### src/rtl/assoc_cache_pkg.sv
// cache_pkg: shared types, line geometry and address-field helpers for assoc_cache.
package cache_pkg;
  typedef enum logic [1:0] {COMPARE, WRITEBACK, ALLOCATE} state_e;
  localparam int LINE_W = 128;
  localparam int WORD_W = 32;
  localparam int WORDS_PER_LINE = 4;
  function automatic logic [1:0] addr_off(input logic [29:0] a);
    return a[1:0];
  endfunction
  function automatic logic [27:0] addr_line(input logic [29:0] a);
    return a[29:2];
  endfunction
  function automatic logic [31:0] sat_inc(input logic [31:0] v);
    return (v == '1) ? v : v + 32'd1;
  endfunction
endpackage

### src/rtl/assoc_cache_lru.sv
// cache_lru: age update for a touched way and victim choice for one set.
module cache_lru #(
  parameter int WAYS = 2,
  parameter int AW = 1
) (
  input  logic [WAYS*AW-1:0] age_i,
  input  logic [WAYS-1:0]    valid_i,
  input  logic [AW-1:0]      way_i,
  output logic [WAYS*AW-1:0] age_o,
  output logic [AW-1:0]      victim_o
);
  logic [AW-1:0] hit_age;
  logic [AW-1:0] max_age;
  logic          found;
  always_comb begin
    hit_age = age_i[way_i*AW +: AW];
    age_o = age_i;
    for (int w = 0; w < WAYS; w++) begin
      if (AW'(w) == way_i) age_o[w*AW +: AW] = '0;
      else if (age_i[w*AW +: AW] < hit_age) age_o[w*AW +: AW] = age_i[w*AW +: AW] + 1'b1;
    end
  end
  // invalid ways are filled first, lowest index wins; otherwise oldest way
  always_comb begin
    victim_o = '0;
    max_age = '0;
    found = 1'b0;
    for (int w = 0; w < WAYS; w++) begin
      if (!valid_i[w] && !found) begin
        victim_o = AW'(w);
        found = 1'b1;
      end
    end
    for (int w = 0; w < WAYS; w++) begin
      if (!found && age_i[w*AW +: AW] >= max_age) begin
        max_age = age_i[w*AW +: AW];
        victim_o = AW'(w);
      end
    end
  end
endmodule

### src/rtl/assoc_cache.sv
// assoc_cache: N-way set-associative write-back/write-allocate cache, 128-bit line port.
// Optional hit/miss/write-back counters are built when ASSOC_CACHE_STATS_EN is defined.
module assoc_cache
  import cache_pkg::*;
#(
  parameter int WAYS = 2,
  parameter int SETS = 4,
  localparam int IDX_W = $clog2(SETS),
  localparam int TAG_W = 28 - IDX_W,
  localparam int AW = (WAYS > 1) ? $clog2(WAYS) : 1
) (
  input  logic              clk,
  input  logic              rst_n,
  input  logic              proc_read,
  input  logic              proc_write,
  input  logic [29:0]       proc_addr,
  input  logic [31:0]       proc_wdata,
  output logic [31:0]       proc_rdata,
  output logic              proc_stall,
  output logic              mem_read,
  output logic              mem_write,
  output logic [27:0]       mem_addr,
  output logic [LINE_W-1:0] mem_wdata,
  input  logic [LINE_W-1:0] mem_rdata,
`ifdef ASSOC_CACHE_STATS_EN
  output logic [31:0]       stat_hit,
  output logic [31:0]       stat_miss,
  output logic [31:0]       stat_wb,
`endif
  input  logic              mem_ready
);
  state_e              state_q;
  logic [AW-1:0]       victim_q;
  logic [AW-1:0]       victim;
  logic [AW-1:0]       hit_way;
  logic [WAYS-1:0]     valid_q [SETS];
  logic [WAYS-1:0]     dirty_q [SETS];
  logic [TAG_W-1:0]    tag_q [WAYS][SETS];
  logic [LINE_W-1:0]   line_q [WAYS][SETS];
  logic [WAYS*AW-1:0]  age_q [SETS];
  logic [WAYS*AW-1:0]  age_d;
  logic [27:0]         line_a;
  logic [IDX_W-1:0]    idx;
  logic [TAG_W-1:0]    tag;
  logic [1:0]          off;
  logic                req;
  logic                hit;
  logic                touch;
  logic                wr_hit;
  logic                fill;

  assign line_a = addr_line(proc_addr);
  assign idx = line_a[IDX_W-1:0];
  assign tag = line_a[27:IDX_W];
  assign off = addr_off(proc_addr);
  assign req = proc_read | proc_write;

  always_comb begin
    hit = 1'b0;
    hit_way = '0;
    for (int w = 0; w < WAYS; w++) begin
      if (valid_q[idx][w] && tag_q[w][idx] == tag) begin
        hit = 1'b1;
        hit_way = AW'(w);
      end
    end
  end

  assign touch = (state_q == COMPARE) && req && hit;
  assign wr_hit = touch && proc_write;
  assign fill = (state_q == ALLOCATE) && mem_ready;
  assign proc_stall = req && !touch;
  assign proc_rdata = touch ? line_q[hit_way][idx][off*WORD_W +: WORD_W] : '0;

  cache_lru #(.WAYS(WAYS), .AW(AW)) u_lru (
    .age_i   (age_q[idx]),
    .valid_i (valid_q[idx]),
    .way_i   (hit_way),
    .age_o   (age_d),
    .victim_o(victim)
  );

  always_ff @(posedge clk or negedge rst_n) begin
    if (!rst_n) begin
      state_q <= COMPARE;
      victim_q <= '0;
      mem_read <= 1'b0;
      mem_write <= 1'b0;
      mem_addr <= '0;
      mem_wdata <= '0;
    end else begin
      case (state_q)
        COMPARE: if (req && !hit) begin
          victim_q <= victim;
          if (valid_q[idx][victim] && dirty_q[idx][victim]) begin
            state_q <= WRITEBACK;
            mem_write <= 1'b1;
            mem_addr <= {tag_q[victim][idx], idx};
            mem_wdata <= line_q[victim][idx];
          end else begin
            state_q <= ALLOCATE;
            mem_read <= 1'b1;
            mem_addr <= line_a;
          end
        end
        WRITEBACK: if (mem_ready) begin
          state_q <= ALLOCATE;
          mem_write <= 1'b0;
          mem_read <= 1'b1;
          mem_addr <= line_a;
        end
        ALLOCATE: if (mem_ready) begin
          state_q <= COMPARE;
          mem_read <= 1'b0;
        end
        default: state_q <= COMPARE;
      endcase
    end
  end

  always_ff @(posedge clk or negedge rst_n) begin
    if (!rst_n) begin
      for (int s = 0; s < SETS; s++) begin
        valid_q[s] <= '0;
        dirty_q[s] <= '0;
        for (int w = 0; w < WAYS; w++) age_q[s][w*AW +: AW] <= AW'(w);
      end
    end else begin
      if (touch) age_q[idx] <= age_d;
      if (wr_hit) dirty_q[idx][hit_way] <= 1'b1;
      if (fill) begin
        valid_q[idx][victim_q] <= 1'b1;
        dirty_q[idx][victim_q] <= 1'b0;
      end
    end
  end

  always_ff @(posedge clk) begin
    if (fill) begin
      line_q[victim_q][idx] <= mem_rdata;
      tag_q[victim_q][idx] <= tag;
    end else if (wr_hit) begin
      line_q[hit_way][idx][off*WORD_W +: WORD_W] <= proc_wdata;
    end
  end

`ifdef ASSOC_CACHE_STATS_EN
  logic retry_q;
  // the hit that follows a fill is the same access as the miss, so it is not a hit
  always_ff @(posedge clk or negedge rst_n) begin
    if (!rst_n) begin
      retry_q <= 1'b0;
      stat_hit <= '0;
      stat_miss <= '0;
      stat_wb <= '0;
    end else begin
      retry_q <= fill ? 1'b1 : (touch ? 1'b0 : retry_q);
      if (touch && !retry_q) stat_hit <= sat_inc(stat_hit);
      if (state_q == COMPARE && req && !hit) stat_miss <= sat_inc(stat_miss);
      if (state_q == WRITEBACK && mem_ready) stat_wb <= sat_inc(stat_wb);
    end
  end
`else
`endif
endmodule

### config.mk
export PLATFORM = sky130hd
export DESIGN_NAME = assoc_cache
export DESIGN_NICKNAME = d
export VERILOG_FILES = /design/src/rtl/assoc_cache_pkg.sv /design/src/rtl/assoc_cache_lru.sv /design/src/rtl/assoc_cache.sv
export SDC_FILE = /design/constraint.sdc
export NUM_CORES = 2
export LEC_CHECK = 0
export ABC_AREA = 1
export CORE_MARGIN = 3
export CORE_UTILIZATION = 25
export CTS_CLUSTER_SIZE = 8
export DETAILED_ROUTE_END_ITERATION = 16
export GPL_TIMING_DRIVEN = 1
export PLACE_DENSITY = 0.4
export SYNTH_ARGS = -nofsm -noshare
export SYNTH_HDL_FRONTEND = slang
export SYNTH_SLANG_ARGS = --single-unit
export TNS_END_PERCENT = 5
### constraint.sdc
create_clock -name clk -period 13.6 [get_ports clk]
set_clock_uncertainty 0.2 [all_clocks]
set_input_delay 4.08 -clock clk [delete_from_list [all_inputs] [get_ports clk]]
set_output_delay 4.08 -clock clk [all_outputs]
set_load 0.05 [all_outputs]
==> flow_metrics.env <==
export IMPL_worst_pin_slew_ns=1.281
export IMPL_gr_usage_all_layers=0.2220
export IMPL_via_per_inst=5.063
export IMPL_ant_nets=0
export IMPL_p_sw_uw=4507
export IMPL_crit_required_ns=9.32
export IMPL_htreeDepth=4
export IMPL_drt_total_wl_mm=313.6
export IMPL_grt_pass1_wl_mm=431.3
export IMPL_die_area_mm2=0.2742
export IMPL_worstSetupPathType="primary input to primary output"
export IMPL_cellPowerDensity_mw_per_mm2=162.2
export IMPL_start_kind="primary input"
export IMPL_gp_congestion=0.8751
export IMPL_floorplan_initialDensity=0.2520
export IMPL_numPlacedInstances=10730
export IMPL_reg2reg_depth=20
export IMPL_synth_seq_area_share=0.6215
export IMPL_fin_setup_tns_ns=0
export IMPL_hold_viol=0
export IMPL_die_h_um=523.6
export IMPL_fmax_ghz=0.07829
export IMPL_die_w_um=523.6
export IMPL_avgSynthCellArea_um2=9.456
export IMPL_clock_sinks=1417
export IMPL_synthCells=7083
export IMPL_rr_endpoint="line_q[0][83]"
export IMPL_port_buffers=385
export IMPL_setup_viol=0
export IMPL_wl_per_cell_um=28.31
export IMPL_clockBufferDepth=3
export IMPL_rows=189
export IMPL_clk_pin_slew_ns=0.05
export IMPL_grt_pass1_vias=53940
export IMPL_synth_ff_latch_count=1417
export IMPL_hp_class="flip-flop to flip-flop"
export IMPL_final_cells=11080
export IMPL_final_util=0.3068
export IMPL_rsz0062_at_grt="false"
export IMPL_fin_nets=7593
export IMPL_post_route_period_util=0.9392
export IMPL_ir_worst_vdd_mv=0.1291
export IMPL_arrival_ns=8.49
export IMPL_regToRegSetupSlack_ns=7.87
export IMPL_slew_viol_final=0
export IMPL_drtIter0Drc=5631
export IMPL_whs_path_depth=1
export IMPL_syn_area_mm2=0.06698
export IMPL_fin_area_mm2=0.08155
export IMPL_postCtsHoldBufs=0
export IMPL_synth_main_ff_cell="edfxtp_1"
export IMPL_status="complete, no violations"
export IMPL_cts_root_buffer="clkbuf_16"
export IMPL_num_vias=56090
export IMPL_synth_cell_types=38
export IMPL_grt_max_degree=226
export IMPL_synth_nets=7283
export IMPL_path_delay_family="simple AND/OR/NAND/NOR gates"
export IMPL_cts_setup_buffers=0
export IMPL_swShare=0.3407
export IMPL_ctsResizeCount=0
export IMPL_firstDrtPassIters=7
export IMPL_clk_latency_ns=0.85
export IMPL_power_frac_comb=0.235
export IMPL_internal_power_uw=8722
export IMPL_place_hpwl_mm=199.2
export IMPL_worst_path_max_fanout=47
export IMPL_ys_warn_count=0
export IMPL_overflow=0
export IMPL_synth_edf_count=1232
export IMPL_drc_errors=0
export IMPL_critPathCaptureType="primary output"
export IMPL_core_mm2=0.2658
export IMPL_syn_to_final_growth_pct=21.75
export IMPL_min_delay_start="valid_q[6]"
export IMPL_layout_min_cycle_time_ns=12.77
export IMPL_max_stage_delay_ns=0.56
export IMPL_whs_endpoint="valid_q[6]"
export IMPL_drv_cap=0
export IMPL_critPathBufInv=4
export IMPL_slowest_stage="buf_4"
export IMPL_synthArstFlopShare=0.1306
export IMPL_antenna_found_initial=15
export IMPL_slew_headroom=0.1437
export IMPL_clkPwrFrac=0.358
export IMPL_p_leak_uw=0.03039
export IMPL_p_seq_frac=0.407
export IMPL_dpl_instance_area_mm2=0.07574
export IMPL_r2r_start="tag_q[1][14]"
export IMPL_boundaryPins=386
export IMPL_cts_made_buffers=198
export IMPL_critical_path_cell_chain="buf_2, buf_4, nand2_1, nand2_1, nand2_1, nand2_1, nand3_1, nor2_1, nand2_1, nor2_1, nand2_2, nand2_4, buf_4, o22ai_1, nor2_1, nand2_1, nor2_1, nor2_1, nor2_1, buf_12"
export IMPL_tritoncts="built"
export IMPL_drive_gt1_frac=0.07021
per-stage QoR:
stage / hold slack (ns) / worst slack (ns) / total power (µW)
floorplan: 0.2275 / 2.467 / 7192
global placement: 0.2506 / 0.8301 / 8605
detailed placement: 0.2532 / 0.8210 / 8596
CTS: 0.2661 / 0.8117 / 13360
global route: 0.2856 / 0.6471 / 13750
finish: 0.2656 / 0.8269 / 13230
per-layer routing:
metal,vias to the layer above,track usage,part of all wire
met5,-,0,0.00017
met4,8,0.1074,0.052
met3,561,0.03731,0.074
met2,2651,0.3521,0.46
met1,27810,0.2941,0.42
li1,25060,-,-
cells in the final DEF, fill, tap and decap left out, drive strengths merged, types with 9 or more instances in the layout:
cell / count
a21oi: 260
a31oi: 26
buf: 219
clkbuf: 328
clkdlybuf4s50: 347
clkinv: 10
dfrtp: 181
diode: 11
edfxtp: 1232
inv: 423
nand2: 1668
nand3: 389
nand3b: 120
nand4: 21
nor2: 1084
nor3: 29
o2111ai: 111
o211ai: 55
o21ai: 877
o221ai: 32
o22ai: 89
o31ai: 9
power groups by stage:
stage               clock network [µW]  logic, µW  registers [µW]
floorplan                            0       1090            6100
global placement                     0       3130            5480
detailed placement                   0       3120            5480
CTS                               4840       3130            5400
global route                      5020       3290            5440
finish                            4740       3100            5390
flip-flops by register name, summed over array words and instances, names as in the netlist:
| signal | flops |
|---|---|
| line_q | 1024 |
| mem_wdata | 128 |
| mem_write | 1 |
| age_q | 8 |
| dirty_q | 8 |
| mem_read | 1 |
| state_q | 2 |
| valid_q | 8 |
| mem_addr | 28 |
| victim_q | 1 |
| tag_q | 208 |
worst reg2reg max path, cell delays in order, from the launching register on:
cell,delay [ns]
edfxtp_1,0.36
nand2_1,0.08
nand2_1,0.05
nand2_1,0.07
nand2_1,0.08
nand2_1,0.06
nand2_1,0.15
nand2_1,0.10
nor2_1,0.05
nand2_1,0.07
nor2_1,0.05
nand2_2,0.32
nand2_2,0.29
o2111ai_1,0.16
nand2_1,0.13
nor2_4,0.24
nand2_8,0.42
nand2_1,0.24
nand2_2,0.54
nor2_4,1.22
buf_4,0.48
area by class of cell:
| type | instances | area, µm² |
|---|---|---|
| sequential | 1417 | 41630 |
| timing repair buffer | 566 | 5837 |
| antenna | 11 | 27.53 |
| fill | 27610 | 184300 |
| clock inverter | 14 | 231.5 |
| tap | 3533 | 4420 |
| clock buffer | 328 | 5547 |
| inverter | 420 | 1594 |
| multi-input combinational | 4790 | 22260 |
how the worst max path moves through the flow:
| stage | cells past startpoint | to | startpoint | slack, ns |
|---|---|---|---|---|
| global placement | 20 | proc_rdata[12] | proc_addr[3] | 0.83 |
| CTS | 20 | proc_rdata[12] | proc_addr[3] | 0.81 |
| finish | 20 | proc_rdata[12] | proc_addr[3] | 0.83 |
| floorplan | 19 | proc_rdata[30] | proc_addr[2] | 2.47 |
| detailed placement | 20 | proc_rdata[12] | proc_addr[3] | 0.82 |
| global route | 22 | proc_rdata[6] | proc_addr[3] | 0.65 |
cells by family (layout without fill, tap and decap cells):
logic type,Yosys count,after routing,synth area share
AOI/OAI and AO/OA,1463,1463,0.1222
adders and majority gates,5,5,0.0009340
buffers and inverters,876,1328,0.05262
DFF,1417,1417,0.6215
other,0,11,0
and+or+nand+nor,3322,3322,0.2027
cell usage after synthesis (2+ instances only):
cell type | n | area [µm²]
nand2_1 | 1661 | 6235
edfxtp_1 | 1232 | 37000
nor2_1 | 1079 | 4050
o21ai_0 | 817 | 4089
inv_1 | 411 | 1543
nand3_1 | 389 | 1947
clkbuf_1 | 283 | 1062
a21oi_1 | 258 | 1291
dfrtp_1 | 181 | 4529
buf_2 | 120 | 600.6
nand3b_1 | 120 | 900.9
o2111ai_1 | 111 | 972.2
o22ai_1 | 89 | 556.8
o21ai_1 | 60 | 300.3
o211ai_1 | 55 | 412.9
buf_1 | 33 | 123.9
o221ai_1 | 32 | 280.3
nor3_1 | 29 | 145.1
a31oi_1 | 26 | 162.7
nand4_1 | 21 | 131.4
buf_4 | 17 | 127.6
o31ai_1 | 9 | 67.56
inv_2 | 8 | 30.03
or2_2 | 8 | 50.05
nand2_2 | 6 | 37.54
ha_1 | 5 | 62.56
dfstp_2 | 4 | 105.1
nor2_4 | 4 | 45.04
buf_6 | 3 | 33.78
a21oi_2 | 2 | 17.52
a22oi_1 | 2 | 15.01
and3_1 | 2 | 12.51
(Power assumes the default switching activity.)
